File: src/rtl/delay_pkg.sv
// Shared constants and width helpers for the delay stage and its output FIFO.
package delay_pkg;

  localparam int unsigned DEFAULT_WIDTH = 8;

  // Pointer width for a power-of-two depth; at least one bit.
  function automatic int unsigned ptr_w(input int unsigned depth);
    return (depth > 1) ? $clog2(depth) : 1;
  endfunction

  // Occupancy counter width; must represent 0..depth inclusive.
  function automatic int unsigned cnt_w(input int unsigned depth);
    return $clog2(depth + 1);
  endfunction

endpackage

File: src/rtl/delay_out_fifo_ram.sv
// Storage array for delay_out_fifo: one synchronous write port, asynchronous read.
module delay_out_fifo_ram
  import delay_pkg::*;
#(
  parameter int unsigned WIDTH = DEFAULT_WIDTH,
  parameter int unsigned DEPTH = 8
) (
  input  logic                      clk,
  input  logic                      we,
  input  logic [ptr_w(DEPTH)-1:0]   waddr,
  input  logic [WIDTH-1:0]          wdata,
  input  logic [ptr_w(DEPTH)-1:0]   raddr,
  output logic [WIDTH-1:0]          rdata
);

  logic [WIDTH-1:0] mem [DEPTH];

  // Contents are intentionally not reset; validity is tracked by the pointers.
  always_ff @(posedge clk) begin
    if (we) begin
      mem[waddr] <= wdata;
    end
  end

  assign rdata = mem[raddr];

endmodule

File: src/rtl/delay_out_fifo.sv
// First-word-fall-through FIFO buffering the delay stage output.
// Optional occupancy port enabled by defining DELAY_OUT_FIFO_COUNT_EN.
module delay_out_fifo
  import delay_pkg::*;
#(
  parameter int unsigned WIDTH        = DEFAULT_WIDTH,
  parameter int unsigned DEPTH        = 8,
  parameter int unsigned AFULL_MARGIN = 4
) (
  input  logic             clk,
  input  logic             rst,
  input  logic             in_valid,
  input  logic [WIDTH-1:0] in_data,
  output logic             afull,
  output logic             full,
  output logic             out_valid,
  output logic [WIDTH-1:0] out_data,
  input  logic             out_ready,
  output logic             overflow
`ifdef DELAY_OUT_FIFO_COUNT_EN
  ,
  output logic [cnt_w(DEPTH)-1:0] count
`endif
);

  localparam int unsigned PW = ptr_w(DEPTH);
  localparam int unsigned CW = cnt_w(DEPTH);
  localparam logic [CW-1:0] FULL_LVL  = CW'(DEPTH);
  localparam logic [CW-1:0] AFULL_LVL = CW'(DEPTH - AFULL_MARGIN);

  logic [PW-1:0] wr_ptr;
  logic [PW-1:0] rd_ptr;
  logic [CW-1:0] cnt_q;
  logic [CW-1:0] cnt_d;
  logic          wr_en;
  logic          rd_en;
  logic          drop;

  // Status flags decode occupancy only, so upstream sees no path from its own valid.
  assign full      = (cnt_q == FULL_LVL);
  assign afull     = (cnt_q >= AFULL_LVL);
  assign out_valid = (cnt_q != '0);

  // A full FIFO drops the write even when a read frees a slot on the same edge.
  assign wr_en = in_valid && !full;
  assign rd_en = out_valid && out_ready;
  assign drop  = in_valid && full;

  always_comb begin
    cnt_d = cnt_q;
    case ({wr_en, rd_en})
      2'b10:   cnt_d = cnt_q + CW'(1);
      2'b01:   cnt_d = cnt_q - CW'(1);
      default: cnt_d = cnt_q;
    endcase
  end

  always_ff @(posedge clk or posedge rst) begin
    if (rst) begin
      wr_ptr   <= '0;
      rd_ptr   <= '0;
      cnt_q    <= '0;
      overflow <= 1'b0;
    end else begin
      if (wr_en) begin
        wr_ptr <= wr_ptr + PW'(1);
      end
      if (rd_en) begin
        rd_ptr <= rd_ptr + PW'(1);
      end
      cnt_q <= cnt_d;
      if (drop) begin
        overflow <= 1'b1;
      end
    end
  end

  delay_out_fifo_ram #(
    .WIDTH (WIDTH),
    .DEPTH (DEPTH)
  ) u_ram (
    .clk   (clk),
    .we    (wr_en),
    .waddr (wr_ptr),
    .wdata (in_data),
    .raddr (rd_ptr),
    .rdata (out_data)
  );

`ifdef DELAY_OUT_FIFO_COUNT_EN
  assign count = cnt_q;
`endif

endmodule

File: config.mk
export PLATFORM = sky130hd
export DESIGN_NAME = delay_out_fifo
export DESIGN_NICKNAME = d
export VERILOG_FILES = /design/src/rtl/delay_pkg.sv /design/src/rtl/delay_out_fifo_ram.sv /design/src/rtl/delay_out_fifo.sv
export SDC_FILE = /design/constraint.sdc
export NUM_CORES = 1
export LEC_CHECK = 0
export BUFFER_PORTS_ARGS = -buffer_cell sky130_fd_sc_hd__buf_2
export CELL_PAD_IN_SITES_DETAIL_PLACEMENT = 1
export CELL_PAD_IN_SITES_GLOBAL_PLACEMENT = 1
export CORE_UTILIZATION = 51
export CTS_CLUSTER_DIAMETER = 200
export CTS_CLUSTER_SIZE = 14
export DETAILED_ROUTE_END_ITERATION = 8
export PLACE_DENSITY_LB_ADDON = 0.1
export SYNTH_ARGS = -nofsm -noshare
export SYNTH_HDL_FRONTEND = slang
export SYNTH_SLANG_ARGS = --single-unit
File: constraint.sdc
create_clock -name clk -period 3.2 [get_ports clk]
set_input_delay 0.32 -clock clk [delete_from_list [all_inputs] [get_ports clk]]
set_output_delay 0.32 -clock clk [all_outputs]
set_load 0.005 [all_outputs]
---- After elaboration in Yosys (flattened, before gate mapping) ----
Memory sizes are Yosys's and may differ from the RTL's.
Cells that the tools add are included.
cells by class
  $add $sub $neg .......................... 4
  magnitude comparators ................... 1
  eq/ne operators ......................... 3
  multiplexer cells ....................... 3
  reduce and logical (&&, ||, !) cells .... 6
operator list
  kind                 count
  $pmux 4 s2           1
  $add 3x1->3 const B  2
  $add 4x1->4 const B  1
  $eq 4x4->1 const B   1
  $ge 4x3->1 const B   1
  $reduce_bool 4->1    1
  $sub 4x1->4 const B  1
  $logic_and 1x1->1    3
  $eq 2x1->1 const B   1
  $eq 2x2->1 const B   1
  $mux 1               2
  $reduce_bool 2->1    1
  $logic_not 1->1      1
word-level totals
  register bits ........................... 11
  memory bits (writable) .................. 64
  input bits .............................. 12
  output and inout bits ................... 12
  word-level logic and storage cells ...... 22
  memories kept ........................... 1
memory list
  name       depth  width  read ports  clocked after memory_dff  wr ports  line                      RTL
  u_ram.mem  8      8      1           0                         1         delay_out_fifo_ram.sv:16  logic [WIDTH-1:0] mem [DEPTH];

---- Longest topological paths before layout ----
Gate-level depths: netlist of run 1.
  word-level depth ........................ 5
  depth in mapped cells ................... 10
  depth with buffers taken out ............ 9

---- Hierarchy ----
From an unflattened synthesis of run 1, not the netlist that was laid out.
unflattened totals
  cells, all modules ...................... 163
  area total of the unflattened synthesis .. 3185.6 um^2
modules (own cells, without submodules)
  module              instances  cells an instance  area an instance (um^2)  sequential area each (um^2)
  delay_out_fifo_ram  1          106                2531.2                   1921.8
  delay_out_fifo      1          57                 654.4                    275.3

---- Worst setup path before layout of run 1 ----
OpenSTA, ideal clock, no wires.
  kind .................................... register to register
  start ................................... register cnt_q[1]
  end ..................................... register cnt_q[3]
  library setup time ...................... 0.090 ns
  data arrival time ....................... 2.491 ns
  data required time ...................... 3.110 ns
  setup slack ............................. 0.619 ns
  cell stages (with the launch flop) ...... 10
  buffers on the path ..................... 2
  period minus slack after synthesis ...... 2.581 ns
  path through ............................ dfrtp_1 > buf_6 > or4_4 > nand2_1 > inv_1 > ha_1 > buf_2 > or4b_2 > a21o_1 > o221ai_1
on the way
  elaborated cells between the ends (all ways) .. 11
  those cells by class .................... add/sub: 2; eq/ne: 3; mux: 1; reduce/logical: 5
RTL lines
  what                                                    line                  RTL
  start: declaration                                      delay_out_fifo.sv:33  logic [CW-1:0] cnt_q;
  start signal: assignment                                delay_out_fifo.sv:71  cnt_q <= cnt_d;
  $reduce_bool 4->1 *                                     delay_out_fifo.sv:42  assign out_valid = (cnt_q != '0);
  named net out_valid                                     delay_out_fifo.sv:16  output logic out_valid,
  $logic_and 1x1->1 *                                     delay_out_fifo.sv:46  assign rd_en = out_valid && out_ready;
  named net rd_en                                         delay_out_fifo.sv:36  logic rd_en;
  $eq 2x1->1 / $eq 2x2->1 (equally long branches)         delay_out_fifo.sv:51  case ({wr_en, rd_en})
  $pmux 4 s2 / $reduce_bool 2->1 (equally long branches)  --
Mark *: on every way through the listed nets, which the timed path passes. The rest lies on a longest branch.
A chain may end at the register's enable or synchronous reset.

---- Worst setup path after layout of run 1 ----
  start ................................... register cnt_q[0]
  end ..................................... register cnt_q[3]
on the way
  elaborated cells between the ends (all ways) .. 11
  those cells by class .................... add/sub: 2; eq/ne: 3; mux: 1; reduce/logical: 5
RTL lines
  what                                                    line
  $reduce_bool 4->1 *                                     delay_out_fifo.sv:42
  $logic_and 1x1->1 *                                     delay_out_fifo.sv:46
  named net rd_en                                         delay_out_fifo.sv:36
  $eq 2x1->1 / $eq 2x2->1 (equally long branches)         delay_out_fifo.sv:51
  $pmux 4 s2 / $reduce_bool 2->1 (equally long branches)  --
Marked as above.

==> results of run 1 <==
[routing by layer]
layer / vias up / track usage (%) / share of wire [%] / routed length [microns]
li1: 710 / - / - / -
met1: 836 / 25.6 / 44 / 2650
met2: 33 / 35.9 / 53 / 3190
met3: 10 / 3.60 / 2.3 / 139
met4: 0 / 10.5 / 1.5 / 89
met5: - / 0 / 0 / 0
[per-stage QoR]
step | std cells | setup WS [ns] | area [sq um] | utilization (%) | power [mW]
2_1_floorplan | 160 | 0.619 | 3170 | - | 2.11
5_1_grt | 272 | 0.362 | 3520 | 59.2 | 3.13
6_report | 272 | 0.497 | 3520 | 59.2 | 2.98
4_1_cts | 272 | 0.491 | 3520 | 59.2 | 3.01
3_3_place_gp | 255 | 0.608 | 3350 | 56.2 | 2.33
3_5_place_dp | 255 | 0.513 | 3350 | 56.2 | 2.40
[flip-flops by register name, indices dropped and copies added (netlist names)]
name       count
rd_ptr         3
u_ram.mem     64
cnt_q          4
overflow       1
wr_ptr         3
[power by group]
part	leakage, nW	internal (mW)	switching, mW
clock network	0.0872	0.300	0.316
registers	0.709	1.26	0.193
logic	0.484	0.508	0.400
total	1.28	2.07	0.909
[final cells by class]
type | instances | share of cell area, %
multi-input cells | 73 | 25.4
repair buffers | 28 | 4.40
clock inverters | 3 | 0.426
flip-flops and latches | 75 | 62.4
well taps | 75 | 2.66
clock buffers | 13 | 4.23
inverters | 5 | 0.533
[what timing repair did]
| action | CTS | global route |
|---|---|---|
| hold buffers | 1 | 0 |
| setup buffers | 0 | 0 |
| hold endpoints to repair | 11 | 0 |
[cell families (layout without fill, tap and decap cells)]
family                   Yosys count  count (layout)  share of synthesized area, %
AO/OA/AOI/OAI                      7               7                          1.89
XOR/XNOR                           7               7                          1.93
adder cells (fa/ha/maj)            5               5                          1.97
buffers and inverters             12              49                          2.49
flip-flops                        75              75                          69.3
multiplexers                      28              28                          17.5
AND/OR/NAND/NOR                   26              26                          4.93
[worst min path at each step]
stage	slack, ns	from	cells past startpoint	to
floorplan	0.17	rst	1	cnt_q[0]$_DFFE_PP0P_
global placement	0.33	rst	2	overflow$_DFFE_PP0P_
detailed placement	0.35	rst	2	wr_ptr[2]$_DFFE_PP0P_
CTS	0.24	in_data[7]	1	u_ram.mem[7][7]$_DFFE_PP_
global route	0.26	in_data[7]	1	u_ram.mem[7][7]$_DFFE_PP_
finish	0.26	in_data[7]	1	u_ram.mem[7][7]$_DFFE_PP_
[synth_stat cells (2+ instances only)]
| cell | number |
|---|---|
| inv_1 | 5 |
| a21o_1 | 2 |
| nand3_1 | 3 |
| ha_1 | 5 |
| mux2_2 | 11 |
| edfxtp_1 | 64 |
| dfrtp_1 | 11 |
| nand3b_1 | 2 |
| xnor2_1 | 6 |
| buf_6 | 2 |
| nor2_1 | 7 |
| mux4_1 | 16 |
| nor3_1 | 2 |
| nand2b_1 | 2 |
| buf_2 | 2 |
| nand2_1 | 2 |
==> metrics.md, run 1 <==
| Metric | Value |
|---|---|
| Number of synthesized flops with an enable pin | `64` |
| Clock Path Buffers | `2` |
| Setup crit end kind | `flip-flop` |
| Detail Route Antenna Nets | `0` |
| Worst reg-to-reg path cell count | `7` |
| Syn avg cell area | `19.8 sq um` |
| Die area | `6540 sq um` |
| Initial antenna violation count | `0` |
| Max FO, Critical Path | `8` |
| Layout area overhead | `11.1%` |
| Reg-to-Reg Start | `cnt_q[0]$_DFFE_PP0P_` |
| Largest area contributor in the netlist | `edfxtp_1` |
| Wire per inst | `22.3 microns` |
| Hold_ws | `0.257 ns` |
| Reg area | `2200 sq um` |
| Routed vias | `1589` |
| Post-CTS Resized | `0` |
| Post-synth top area share | `60.6%` |
| Startpoint Class | `flip-flop` |
| DRT Wirelength | `6070 microns` |
| Hold Crit Class | `in2reg` |
| Clock root cell | `clkbuf_8` |
| Critical Path End | `cnt_q[3]$_DFFE_PP0P_` |
| Tmin final | `2.70 ns` |
| Syn Inst Count | `160` |
| Worst Path Buf+Inv | `1` |
| Number of synthesized register bits | `75` |
| Synth Flop Type | `edfxtp_1` |
| Reg2reg end | `cnt_q[3]$_DFFE_PP0P_` |
| YS warnings | `0` |
| Final hold violations | `0` |
| Vias per cell | `5.84` |
| TNS Setup | `0 ns` |
| Clk_skew | `0.00613 ns` |
| Most frequent cells in the layout | `edfxtp_1, buf_2, mux4_1` |
| Area of the core | `5960 sq um` |
| 1st-pass router iterations | `6` |
| Vias in the first global route | `1798` |
| Fillcell total | `539` |
| Status | `complete, no violations` |
| PwrDens | `846 nW/um^2` |
| RD Place Congestion | `0.823` |
| Critical Path RT | `3.44 ns` |
| Synth top area cells | `edfxtp_1, mux4_1, dfrtp_1, mux2_2, ha_1` |
| GR Overflow Total | `0` |
| Peak VDD IR | `426 uV` |
| TritonCTS clock tree | `yes` |
| # DRC | `0` |
| Number of I/O pins | `24` |
| Die X-Extent | `80.8 microns` |
| CTS clock-pin slew for the worst setup and hold paths | `0.07 ns` |
| CP max stage delay | `0.71 ns` |
| Row count | `28` |
| MaxCap Viol Count | `0` |
| Initial DRC count | `51` |
| Largest net degree at the start of global routing | `19` |
| Crit path kind | `reg2reg` |
| H-tree levels | `3` |
| Post-synth cell types | `34` |
| Worst path cell trace | `or4_4 > nand2_1 > inv_1 > ha_1 > or4b_2 > a21o_1 > o221ai_1` |
| Endpoints failing setup | `0` |
| Max-slew violations | `0` |
| Most frequent standard cell in the layout excluding fill and tap cells | `edfxtp_1` |
| Lkg Pwr | `1.28 nW` |
| Worst-Skew Late Latency | `0.33 ns` |
| Arrival @ worst endpoint | `2.95 ns` |
| Port Buffers | `23` |
| Post-route clock period utilization | `84.5%` |
| RSZ-0062 raised after global routing | `no` |
| Initial core utilization | `53.2%` |
| R2R setup slack | `0.50 ns` |
| Netlist Area Pre-Place | `3170 sq um` |
| Global Route Usage Sum | `21.0%` |
| Final nets | `209` |
| DIE HEIGHT | `80.8 microns` |
| Worst Setup SP | `cnt_q[0]$_DFFE_PP0P_` |
| Max_slew headroom | `34.8%` |
| Fraction of layout cells with a size suffix above 1 | `28.9%` |
| Clock sinks | `75` |
| FMAX | `0.370 GHz` |
| Syn Nets | `177` |
| Multi-input logic area | `895 sq um` |
| WP depth | `7` |
| # diodes | `0` |
| Max stage delay cell, worst path | `or4b_2` |
| Num CTS Buffers | `9` |
| DP Wirelength | `4080 microns` |
| Post-synth ARST share | `14.7%` |
| CP top delay family | `simple AND/OR/NAND/NOR gates` |
| Sequential area share after synthesis | `69.3%` |
| Least-Margin Pin Slew | `0.975 ns` |
| Global-route wire length before repair | `9380 microns` |
No activity file was read; power rests on OpenSTA's default activity.
==> run 2, diff against run 1 <==
Settings changed: CORE_UTILIZATION 51 to 46.
Clock period 3.2 ns to 2.3 ns, I/O delays scaled along.
==> metrics.md, run 2 (synthesized netlist as in run 1, its figures left out) <==
| Metric | Value |
|---|---|
| Detail Route Antenna Nets | `0` |
| Final nets | `225` |
| FMAX | `0.444 GHz` |
| Max reg flops | `64` |
| Vias in the first global route | `1793` |
| Die area | `7230 sq um` |
| Die X-Extent | `85.0 microns` |
| Max-slew violations | `0` |
| Fillcell total | `585` |
| Top flop regs | `u_ram.mem: 64 flops, cnt_q: 4 flops` |
| Status | `complete, no violations` |
| Arrival @ worst endpoint | `2.51 ns` |
| Setup crit end kind | `flip-flop` |
| Routed vias | `1598` |
| PwrDens | `1190 nW/um^2` |
| Post-route clock period utilization | `97.9%` |
| CTS clock-pin slew for the worst setup and hold paths | `0.08 ns` |
| Total power | `4.46 mW` |
| Max_slew headroom | `43.3%` |
| Max FO, Critical Path | `4` |
| Comb power frac | `34.2%` |
| Clock sinks | `75` |
| Largest net degree at the start of global routing | `19` |
| TNS Setup | `0 ns` |
| Critical Path RT | `2.56 ns` |
| GR Overflow Total | `0` |
| Fraction of layout cells with a size suffix above 1 | `39.0%` |
| RSZ-0062 raised after global routing | `yes` |
| Number of I/O pins | `24` |
| Fin area | `3760 sq um` |
| Cell Int Power | `3.13 mW` |
| Wire per inst | `21.3 microns` |
| Initial antenna violation count | `0` |
| Endpoints failing setup | `0` |
| DP Wirelength | `4130 microns` |
| Area of the core | `6490 sq um` |
| 1st-pass router iterations | `4` |
| Initial core utilization | `48.8%` |
| Final Instance Count excl. Fillers | `290` |
| Clk_skew | `0.00932 ns` |
| Port Buffers | `23` |
| Num CTS Buffers | `9` |
| Global-route wire length before repair | `9950 microns` |
| Vias per cell | `5.51` |
| Final hold violations | `0` |
| Least-Margin Pin Slew | `0.845 ns` |
| TritonCTS clock tree | `yes` |
| Biggest register | `u_ram.mem` |
| Hold Crit Class | `in2reg` |
| # DRC | `0` |
| R2R setup slack | `0.05 ns` |
| Tmin final | `2.25 ns` |
| Crit path kind | `reg2reg` |
| DIE HEIGHT | `85.0 microns` |
| H-tree levels | `3` |
| Peak VDD IR | `522 uV` |
| DRT Wirelength | `6170 microns` |
| Row count | `29` |
| Most frequent cells in the layout | `edfxtp_1, buf_2, buf_4` |
| RD Place Congestion | `0.809` |
| Switching share of power | `29.9%` |
| Dpl cells | `271` |
| Worst-Skew Late Latency | `0.34 ns` |
| Clock Power Share | `21.3%` |
| Post-Place Cell Area | `3510 sq um` |
| Most frequent standard cell in the layout excluding fill and tap cells | `edfxtp_1` |
| Setup WS post-layout | `0.0480 ns` |
| Hold_ws | `0.158 ns` |
| Pre-CTS WS | `-0.0586 ns` |
| Global Route Usage Sum | `19.5%` |
| Clock root cell | `clkbuf_8` |
| Startpoint Class | `flip-flop` |
| Layout area overhead | `18.5%` |
| Net switching power | `1.34 mW` |
| Clock Path Buffers | `2` |
| # diodes | `0` |
| Core Util, Final | `57.9%` |
| Lkg Pwr | `1.37 nW` |
| MaxCap Viol Count | `0` |
| Reg power frac | `44.5%` |
| Initial DRC count | `65` |
run 2: power by group through the flow:
stage	Clock, mW	Combinational [mW]	Sequential (mW)
finish	0.951	1.53	1.98
global route	1.04	1.67	2.03
CTS	0.980	1.53	1.99
detailed placement	0	1.48	2.03
global placement	0	1.43	1.99
floorplan	0	1.08	1.89
run 2: area by class of cell:
| type | count | area [sq um] | share of cell area (%) |
|---|---|---|---|
| Sequential cell | 75 | 2200 | 58.5 |
| Multi-Input combinational cell | 73 | 971 | 25.8 |
| Timing Repair Buffer | 44 | 288 | 7.66 |
| Clock buffer | 10 | 128 | 3.40 |
| Tap cell | 77 | 96.3 | 2.56 |
| Clock inverter | 6 | 56.3 | 1.50 |
| Inverter | 5 | 18.8 | 0.500 |
run 2: path summary, 6_finish.rpt:
path                                      start                        end  depth (start not counted)
setup / recovery           cnt_q[2]$_DFFE_PP0P_       cnt_q[3]$_DFFE_PP0P_                          7
hold / removal                       in_data[7]  u_ram.mem[4][7]$_DFFE_PP_                          1
setup reg to reg           cnt_q[2]$_DFFE_PP0P_       cnt_q[3]$_DFFE_PP0P_                          7
hold reg to reg            overflow$_DFFE_PP0P_       overflow$_DFFE_PP0P_                          1
max in group asynchronous                   rst       cnt_q[2]$_DFFE_PP0P_                          3
min in group asynchronous                   rst      wr_ptr[1]$_DFFE_PP0P_                          3
run 2: critical path, cell delays in order (launching register included):
cell      delay (ns)
dfrtp_2         0.44
or4b_4          0.55
nand2_4         0.10
buf_4           0.13
ha_4            0.21
or4b_4          0.53
a21o_1          0.17
o221ai_2        0.05
run 2: timing repair:
action	4_1_cts	5_1_grt
hold buffers	1	0
setup buffers	2	0
gates resized for setup	2	5
setup endpoints to repair	1	10
endpoints found under the hold margin	11	0
pin swaps	1	2
run 2: metal layers:
metal,up-vias,global-route usage (%),share of wire (%)
met1,813,24.1,43
met5,-,0,0
met3,10,3.31,3.2
li1,746,-,-
met2,29,33.0,52
met4,0,10.6,2.0
==> run 3, diff against run 2 <==
Settings changed: SYNTH_HIERARCHICAL from default to 1.
==> metrics.md, run 3 <==
| Metric | Value |
|---|---|
| Tmin final | `2.31 ns` |
| Synth top area cells | `edfxtp_1, mux4_1, dfrtp_1, mux2_2, ha_1` |
| Post-synth top area share | `60.3%` |
| Port Buffers | `23` |
| Worst reg-to-reg path cell count | `7` |
| Failing checks | `setup timing` |
| Most common cell in the netlist | `edfxtp_1` |
| Largest net degree at the start of global routing | `17` |
| H-tree levels | `3` |
| Row count | `29` |
| RSZ-0062 raised after global routing | `yes` |
| Critical Path RT | `2.51 ns` |
| Netlist Area Pre-Place | `3190 sq um` |
| Max reg flops | `64` |
| Biggest register | `u_ram/mem` |
| 1st-pass router iterations | `4` |
| Most frequent cells in the layout | `edfxtp_1, buf_2, buf_4` |
| Arrival @ worst endpoint | `2.52 ns` |
| Status | `finished, violations left` |
| Endpoints failing setup | `1` |
| Clock Path Buffers | `2` |
| Least-Margin Pin Slew | `0.992 ns` |
| Clk_skew | `0.00611 ns` |
| Worst-Skew Late Latency | `0.34 ns` |
| Syn Nets | `181` |
| Top flop regs | `u_ram/mem: 64 flops, cnt_q: 4 flops` |
| Total power | `4.55 mW` |
| Final hold violations | `0` |
| Sequential area share after synthesis | `69.0%` |
| Num CTS Buffers | `9` |
| Peak VDD IR | `582 uV` |
| Die area | `7260 sq um` |
| Initial core utilization | `48.8%` |
| Detail Route Antenna Nets | `0` |
| Fillcell total | `602` |
| Clock root cell | `clkbuf_8` |
| Post-synth cell types | `35` |
| Number of synthesized register bits | `75` |
| Max-slew violations | `0` |
| Syn Inst Count | `163` |
| Post-synth ARST share | `14.7%` |
| Vias in the first global route | `1763` |
| # DRC | `0` |
| GR Overflow Total | `0` |
| Hold_ws | `0.157 ns` |
| Setup WS post-layout | `-0.00832 ns` |
| Post-Place Cell Area | `3480 sq um` |
| Hold Crit Class | `in2reg` |
| DIE HEIGHT | `85.2 microns` |
| DP Wirelength | `3910 microns` |
| Max_slew headroom | `33.6%` |
| Clock sinks | `75` |
| Lkg Pwr | `1.39 nW` |
| Fraction of layout cells with a size suffix above 1 | `36.9%` |
| Final nets | `230` |
| Routed vias | `1624` |
| Wire per inst | `20.4 microns` |
| RD Place Congestion | `0.776` |
| Synth Flop Type | `edfxtp_1` |
| Largest area contributor in the netlist | `edfxtp_1` |
| Pre-CTS WS | `-0.0436 ns` |
| TritonCTS clock tree | `yes` |
| Post-route clock period utilization | `100%` |
| Layout area overhead | `17.6%` |
| Final Instance Count excl. Fillers | `294` |
| Die X-Extent | `85.2 microns` |
| Number of synthesized flops with an enable pin | `64` |
| Crit path kind | `reg2reg` |
| # diodes | `0` |
| Syn avg cell area | `19.5 sq um` |
| Global Route Usage Sum | `18.1%` |
| Initial antenna violation count | `0` |
| Commonest cells in the synthesized netlist | `edfxtp_1, mux4_1, dfrtp_1` |
| Hold path depth | `1` |
| YS warnings | `6` |
| FMAX | `0.433 GHz` |
| MaxCap Viol Count | `0` |
| DRT Wirelength | `5980 microns` |
| Startpoint Class | `flip-flop` |
| CTS clock-pin slew for the worst setup and hold paths | `0.08 ns` |
| Max FO, Critical Path | `5` |
| PwrDens | `1210 nW/um^2` |
| Initial DRC count | `57` |
| Dpl cells | `270` |
| Most frequent standard cell in the layout excluding fill and tap cells | `edfxtp_1` |
| Area of the core | `6530 sq um` |
| Global-route wire length before repair | `9270 microns` |
| Fin area | `3750 sq um` |
| Vias per cell | `5.52` |
| Number of I/O pins | `24` |
| Setup crit end kind | `flip-flop` |
run 3: path summary, 6_finish.rpt:
check / from / endpoint / slack, ns
max: cnt_q[1]$_DFFE_PP0P_ / cnt_q[3]$_DFFE_PP0P_ / -0.008
min: in_data[4] / u_ram/mem[6][4]$_DFFE_PP_ / 0.16
max reg2reg: cnt_q[1]$_DFFE_PP0P_ / cnt_q[3]$_DFFE_PP0P_ / -0.008
min reg2reg: overflow$_DFFE_PP0P_ / overflow$_DFFE_PP0P_ / 0.47
max in group asynchronous: rst / rd_ptr[0]$_DFFE_PP0P_ / 1.53
min in group asynchronous: rst / cnt_q[0]$_DFFE_PP0P_ / 0.44
run 3: per-layer routing:
| layer | vias to the layer above | track usage [%] | routed length, microns |
|---|---|---|---|
| li1 | 753 | - | - |
| met1 | 834 | 22.1 | 2590 |
| met2 | 24 | 31.4 | 3140 |
| met3 | 13 | 3.02 | 134 |
| met4 | 0 | 8.47 | 118 |
| met5 | - | 0 | 0 |
run 3: area by class of cell:
class | count | area (sq um) | share of cell area (%)
inverter | 8 | 30.0 | 0.801
clock buffer | 10 | 128 | 3.41
timing repair buffer | 44 | 288 | 7.68
tap | 77 | 96.3 | 2.57
multi-input combinational | 74 | 952 | 25.4
sequential | 75 | 2200 | 58.6
clock inverter | 6 | 56.3 | 1.50
run 3: kinds of logic after synthesis:
family,synth area share (%)
buffers and inverters,2.47
DFF,69.0
muxes,17.5
AOI/OAI and AO/OA,1.57
and+or+nand+nor,5.22
adders and majority gates,2.59
xor gates and xnor gates,1.65
run 3: repair_timing:
action	in CTS	in global routing
hold buffers	1	0
endpoints found under the hold margin	11	0
gates resized for setup	1	4
pin swaps	5	3
setup buffers	4	3
endpoints found under the setup margin	1	2
run 3: report_power, final:
part           internal [mW]  leakage (nW)  switching (mW)
sequential              1.76         0.709           0.170
combinational          0.931         0.590           0.740
clock                  0.492        0.0951           0.461
total                   3.18          1.39            1.37
run 3: metrics by stage:
| stage | TNS, ns | utilization, % |
|---|---|---|
| 2_1_floorplan | -0.000971 | - |
| 3_5_place_dp | -0.0436 | 53.3 |
| 4_1_cts | 0 | 56.8 |
| 5_1_grt | -0.0868 | 57.4 |
| 6_report | -0.00832 | 57.4 |
| 3_3_place_gp | 0 | 53.3 |
run 3: critical path: stages (launching register included):
cell      delay [ns]
dfrtp_1         0.40
or4b_4          0.59
nand2_4         0.12
ha_4            0.15
ha_4            0.21
or4b_4          0.48
o311ai_2        0.09
o211ai_1        0.13
